`config.mk`:
```
export PLATFORM = sky130hd
export DESIGN_NAME = hash_result_buffer
export DESIGN_NICKNAME = d
export VERILOG_FILES = /design/src/rtl/hash_result_pkg.sv /design/src/rtl/sync_fifo.sv /design/src/rtl/hash_result_buffer.sv
export SDC_FILE = /design/constraint.sdc
export NUM_CORES = 1
export LEC_CHECK = 0
export ABC_AREA = 1
export ABC_CLOCK_PERIOD_IN_PS = 2800
export BUFFER_PORTS_ARGS = -buffer_cell sky130_fd_sc_hd__buf_2
export CORE_MARGIN = 5
export CORE_UTILIZATION = 50
export CTS_CLUSTER_SIZE = 8
export DETAILED_ROUTE_END_ITERATION = 7
export GPL_ROUTABILITY_DRIVEN = 0
export PLACE_DENSITY = 0.84
export SLEW_MARGIN = 40
export SYNTH_ARGS = -nofsm -noshare
export SYNTH_HDL_FRONTEND = slang
export SYNTH_SLANG_ARGS = --single-unit
```
`constraint.sdc`:
```
create_clock -name clk -period 2.8 [get_ports clk]
set_clock_uncertainty 0.2 [all_clocks]
set_input_delay 0.56 -clock clk [delete_from_list [all_inputs] [get_ports clk]]
set_output_delay 0.56 -clock clk [all_outputs]
set_load 0.02 [all_outputs]
```
`src/rtl/hash_result_pkg.sv`:
```
// Shared types for the hash table result path: status codes, flag bundle
// and the priority encoder that folds table flags into a single code.
package hash_result_pkg;

    typedef enum logic [2:0] {
        ST_OK        = 3'd0,
        ST_NOT_FOUND = 3'd1,
        ST_NO_TARGET = 3'd2,
        ST_NO_SPACE  = 3'd3,
        ST_DUPLICATE = 3'd4
    } ht_status_e;

    localparam int STATUS_W = $bits(ht_status_e);

    typedef struct packed {
        logic key_already_present;
        logic no_write_space;
        logic no_deletion_target;
        logic no_element_found;
    } ht_flags_t;

    // Several flags can be raised together; the most severe one wins.
    function automatic ht_status_e encode_status(input ht_flags_t flags);
        if (flags.key_already_present) return ST_DUPLICATE;
        if (flags.no_write_space)      return ST_NO_SPACE;
        if (flags.no_deletion_target)  return ST_NO_TARGET;
        if (flags.no_element_found)    return ST_NOT_FOUND;
        return ST_OK;
    endfunction

endpackage

```
`src/rtl/sync_fifo.sv`:
```
// Single-clock FIFO with registered occupancy. Caller guarantees no push
// when full and no pop when empty.
module sync_fifo #(
    parameter int WIDTH = 35,
    parameter int DEPTH = 4
) (
    input  logic                     clk,
    input  logic                     reset,
    input  logic                     push,
    input  logic                     pop,
    input  logic [WIDTH-1:0]         din,
    output logic [WIDTH-1:0]         dout,
    output logic [$clog2(DEPTH):0]   count,
    output logic                     full,
    output logic                     empty
);
    localparam int AW = $clog2(DEPTH);
    localparam int CW = AW + 1;

    logic [WIDTH-1:0] mem [DEPTH];
    logic [AW-1:0]    wr_ptr;
    logic [AW-1:0]    rd_ptr;

    // Storage is not reset; the consumer masks the head while empty.
    always_ff @(posedge clk) begin
        if (push) mem[wr_ptr] <= din;
    end

    always_ff @(posedge clk) begin
        if (reset) begin
            wr_ptr <= '0;
            rd_ptr <= '0;
            count  <= '0;
        end else begin
            if (push) wr_ptr <= wr_ptr + 1'b1;
            if (pop)  rd_ptr <= rd_ptr + 1'b1;
            case ({push, pop})
                2'b10:   count <= count + 1'b1;
                2'b01:   count <= count - 1'b1;
                default: count <= count;
            endcase
        end
    end

    assign dout  = mem[rd_ptr];
    assign full  = (count == CW'(DEPTH));
    assign empty = (count == '0);

endmodule

```
`src/rtl/hash_result_buffer.sv`:
```
// Result buffer behind the hash table: queues completed operations, encodes
// their status, back-pressures the table and keeps saturating statistics.
module hash_result_buffer import hash_result_pkg::*; #(
    parameter int DATA_WIDTH = 32,
    parameter int FIFO_DEPTH = 4,
    parameter int STAT_WIDTH = 16
) (
    input  logic                          clk,
    input  logic                          reset,
    input  logic                          ht_valid_i,
    input  logic [DATA_WIDTH-1:0]         ht_read_data_i,
    input  logic                          ht_no_deletion_target_i,
    input  logic                          ht_no_write_space_i,
    input  logic                          ht_no_element_found_i,
    input  logic                          ht_key_already_present_i,
    output logic                          ht_ready_o,
    output logic                          res_valid_o,
    input  logic                          res_ready_i,
    output logic [DATA_WIDTH-1:0]         res_data_o,
    output logic [2:0]                    res_status_o,
    output logic [$clog2(FIFO_DEPTH):0]   res_count_o,
    input  logic                          clear_stats_i,
    output logic [STAT_WIDTH-1:0]         stat_ops_o,
    output logic [STAT_WIDTH-1:0]         stat_err_o
);
    localparam int EW = DATA_WIDTH + STATUS_W;

    ht_flags_t  flags;
    ht_status_e push_status;
    ht_status_e head_status;
    logic       push;
    logic       pop;
    logic       full;
    logic       empty;
    logic [EW-1:0] fifo_din;
    logic [EW-1:0] fifo_dout;

    assign flags = '{
        key_already_present: ht_key_already_present_i,
        no_write_space:      ht_no_write_space_i,
        no_deletion_target:  ht_no_deletion_target_i,
        no_element_found:    ht_no_element_found_i
    };
    assign push_status = encode_status(flags);

    // Ready comes from registered occupancy only, so a full buffer with a
    // pop costs one bubble instead of a ready->valid combinational loop.
    assign ht_ready_o  = ~full;
    assign res_valid_o = ~empty;
    assign push        = ht_valid_i & ht_ready_o;
    assign pop         = res_valid_o & res_ready_i;
    assign fifo_din    = {push_status, ht_read_data_i};

    sync_fifo #(
        .WIDTH (EW),
        .DEPTH (FIFO_DEPTH)
    ) u_fifo (
        .clk   (clk),
        .reset (reset),
        .push  (push),
        .pop   (pop),
        .din   (fifo_din),
        .dout  (fifo_dout),
        .count (res_count_o),
        .full  (full),
        .empty (empty)
    );

    assign head_status  = ht_status_e'(fifo_dout[DATA_WIDTH +: STATUS_W]);
    assign res_data_o   = empty ? '0 : fifo_dout[DATA_WIDTH-1:0];
    assign res_status_o = empty ? ST_OK : head_status;

    always_ff @(posedge clk) begin
        if (reset || clear_stats_i) begin
            stat_ops_o <= '0;
            stat_err_o <= '0;
        end else if (push) begin
            if (stat_ops_o != '1) stat_ops_o <= stat_ops_o + 1'b1;
            if (push_status != ST_OK && stat_err_o != '1) stat_err_o <= stat_err_o + 1'b1;
        end
    end

endmodule

```
==> results <==
- Net switching is 34.6% of the power.
- In this run the cell area of the synthesized design comes to between 7000 and 8000 um^2.
- Global routing consumed, over all layers together, a little under a fifth of the routing resources.
- The total global routing overflow is 0.
- Dividing the final minimum period by the clock period gives a little over nine tenths.
- After detailed routing, the number of remaining DRC violations is 0.
- After the first detailed-routing iteration, the DRC count stood at about 360.
- The average detailed-routed wire length per instance is ~15 um.
- The synthesized design contains around 180 register bits.
- The detailed-route wire length on metal 1 is ~7.3 mm.
- The sum of routed wire length over all layers is 17.4 mm.
- The tool flagged a number of max-cap violations equal to 0.
- The total placed instance area is between 8000 and 9000 um^2.
- On the final layout, the worst hold slack is 0.151 ns.
- The minimum period implied by the final worst setup slack is about 2.6 ns.
- Summing all multi-input logic gate instances after layout gives 2450 um^2.
- The fraction of post-synthesis cell area in the top cell type by area is between 50% and 60%.
- The maximum number of pins on one net before global-route repair is 49.
- The number of primary I/O pins is approximately 110.
- The detailed placement HPWL is approximately 11 mm.
- The count of placed standard cells in the final layout, fillers left out is 1,121.
- The later pin in the worst-skew pair is clocked with a latency of approximately 0.43 ns.
- The clock tree synthesis step divided the H-tree into 4 levels.
- The layout-stage area growth over the synthesis result is 17.9%.
- The count of unique library cells instantiated by Yosys is 31.
- The row count is 45.
- The final layout contains ~950 nets.
- The total power is approximately 7.7 mW.
- The sequential area share after synthesis is approximately 64%.
- Derived from the worst setup path, the maximum achievable clock frequency is around 380 MHz.
- The number of nets still failing antenna checks after routing is 0.
- The cell count after placement is between 1,000 and 1,500.
- The worst setup path is of the reg2out kind.
- Clock-pin slew was measured on the worst setup and hold paths at ~0.060 ns.
- The TritonCTS buffer count is 17.
- The proportion of layout cells with a drive suffix above 1 is around a fifth.
- In this run the vertical extent of the chip is about 140 um.
- The combinational fraction of design power is 29.7%.
- The flow ran to the end, and the final reports show no timing, DRC or antenna violations.
- The die is between 100 and 150 um wide.
- The number of global-route vias before repair is roughly 5,600.
- In this run the mean area of a mapped cell was 9.98 um^2.
- The repair_antennas step left the layout with diodes totalling 0.
- The root buffer cell chosen for the clock tree is clkbuf_16.
- The core region is 15,300 um^2.
- The count of clock tree sinks is around 180.
- Setup repair after global routing left no endpoint under its margin.
- Of all nets on the critical path, the largest fanout is 30.
- The total count of max-transition violations in the final report is 0.
- Counting the fill cells in the layout gives roughly 1,200.
- The share of power burned in registers is 41.9%.
- The die covers roughly 18,000 um^2.
- The path class of the tightest hold or removal check is in2reg.
- The worst setup path is captured at an output port.
- The routed design uses 8.61 mm of met2 wire.
- The number of antenna violations at the first check in global routing is 1.
- The analysis attributes to cell leakage a power of about 3.5 nW.
- The number of vias in the routed layout is just under 6,000.
- The length of routed met3 wiring is ~1.2 mm.
- The first global-routing pass estimated about 27 mm of wire.
- The cell taking the most area after synthesis is edfxtp_1.
- The number of buffers on the longest clock path is 2.
- In this run the power spent charging and discharging nets is between 2 and 3 mW.
- Setup violations remaining at the end of the flow were counted as 0.
- The required time at the worst-slack endpoint is between 2 and 2.5 ns.
- Measured on the finished design, the core utilization comes to slightly above 60%.
- The number of port buffers is between 100 and 150.
- After detailed routing, the number of vias per cell comes to 5.22.
- Signal routing reaches up to met5.
- The total count of hold-check failures in the final report is 0.
- VDD sags by at most between 0.4 and 0.5 mV.
- TritonCTS built the clock tree.
- Synthesis produced a netlist whose cell count is between 700 and 800.
- At the worst endpoint, the arrival time is about 1.9 ns.
- For this run, the detailed router's first-pass iteration total came to 5.
- For the pin with the worst max-slew slack, the measured transition is 0.503 ns.
- The sequential cells in the finished layout cover a total of 5030 um^2.
- The clock share of power is 28.4%.
- During synthesis, Yosys emitted a total of 0 warnings.
- The initial utilization of the core area, before any placement, comes to 51.3%.
- After routing the design area is 9220 um^2.
- STA classifies the critical path startpoint as a register.
- The worst pin sits at a relative slew slack of ~66%.
- The net count after synthesis is roughly 830.
- Yosys attributes the largest share of cell area to edfxtp_1, dfxtp_1, nor2_1.
- The power density over the cells is 833 nW/um^2.
- The internal power of the cells totals roughly 5.0 mW.
[layout by cell type (no fill, tap or decap), types with 2 or more instances in the layout]
| cell | n |
|---|---|
| nor2_1 | 191 |
| edfxtp_1 | 140 |
| buf_2 | 112 |
| nand2_1 | 91 |
| o21ai_0 | 71 |
| a21oi_1 | 69 |
| inv_1 | 45 |
| dfxtp_1 | 40 |
| nand3_1 | 37 |
| clkbuf_16 | 17 |
| buf_4 | 10 |
| nor2_2 | 9 |
| nand4_1 | 8 |
| o21ai_1 | 7 |
| ha_1 | 7 |
| clkinv_1 | 5 |
| nand3_2 | 5 |
| nor3_1 | 5 |
| buf_12 | 5 |
| nand2_4 | 4 |
| nor2_4 | 4 |
| xnor2_1 | 3 |
| xor2_1 | 3 |
| clkinv_4 | 3 |
| clkinvlp_4 | 3 |
| inv_2 | 2 |
| clkbuf_1 | 2 |
| clkinv_2 | 2 |
[power by group through the flow]
stage          logic, mW  clock network [mW]  registers [mW]
4_1_cts             2.30                2.21            3.22
2_1_floorplan       1.46                   0            3.29
3_3_place_gp        2.24                   0            3.26
5_1_grt             2.49                2.32            3.24
6_report            2.28                2.18            3.22
3_5_place_dp        2.29                   0            3.27
[cell families after synthesis]
kind of cell             after synthesis  synth area share (%)
AND/OR/NAND/NOR                      358                  19.5
flip-flops                           181                  64.2
buffers and inverters                 84                  4.80
XOR/XNOR                               6                 0.672
AO/OA/AOI/OAI                        147                  9.41
adder cells (fa/ha/maj)                8                  1.38
[final timing paths]
kind,cells after the start,from,to,slack (ns)
worst min register to register,2,u_fifo.rd_ptr[1],u_fifo.rd_ptr[1],0.28
worst min-delay path,1,ht_read_data_i[10],u_fifo.mem[2][10],0.15
worst max-delay path,5,register,res_data_o[24],0.16
worst max register to register,11,u_fifo.count[2],u_fifo.count[2],0.61
[per-layer routing]
| layer | GRT usage, % | vias to the layer above |
|---|---|---|
| li1 | - | 2883 |
| met1 | 24.3 | 2742 |
| met2 | 32.3 | 201 |
| met3 | 4.02 | 28 |
| met4 | 7.45 | 2 |
| met5 | 0 | - |
[Yosys cell counts]
master    number
a21oi_1       69
buf_1          3
buf_12         1
buf_2         12
buf_6          3
clkbuf_1      14
clkbuf_4       1
clkinv_1       2
dfxtp_1       41
edfxtp_1     140
fa_1           1
ha_1           7
inv_1         45
inv_2          2
inv_4          1
nand2_1       91
nand2_2        1
nand2_4        4
nand3_1       37
nand3_2        5
nand3b_1       1
nand3b_4       1
nand4_1        8
nor2_1       195
nor2_2         9
nor3_1         5
o21ai_0       71
o21ai_1        7
or2_2          1
xnor2_1        3
xor2_1         3
[per-stage QoR]
step / setup TNS, ns / setup slack (ns)
6_report: 0 / 0.160
5_1_grt: 0 / 0.00346
4_1_cts: 0 / 0.0738
3_5_place_dp: 0 / 0.511
3_3_place_gp: 0 / 0.530
2_1_floorplan: -40.55 / -0.290
[worst max-delay path, stage by stage (launching register included)]
cell	delay, ns
dfxtp_2	0.34
inv_2	0.38
buf_4	0.27
o21ai_0	0.10
a21oi_1	0.17
buf_2	0.19
[repair_timing]
action / CTS / global route
resized for setup: 0 / 1
hold buffers: 0 / 0
endpoints found under the setup margin: 0 / 6
buffers inserted: 0 / 0
[state kept, by name, summed over array words and instances, names as in the netlist, named ones only]
signal         count
stat_ops_o        16
u_fifo.count       3
u_fifo.wr_ptr      2
u_fifo.rd_ptr      2
stat_err_o        16
u_fifo.mem       140
[cell type report]
type / count / share of cell area, %
inverter: 50 / 2.06
clock buffer: 19 / 4.70
clock inverter: 13 / 1.18
multi-input combinational: 519 / 26.6
sequential: 181 / 54.5
tap: 211 / 2.86
timing repair buffer: 128 / 8.10
No activity file was read; power rests on OpenSTA's default activity.
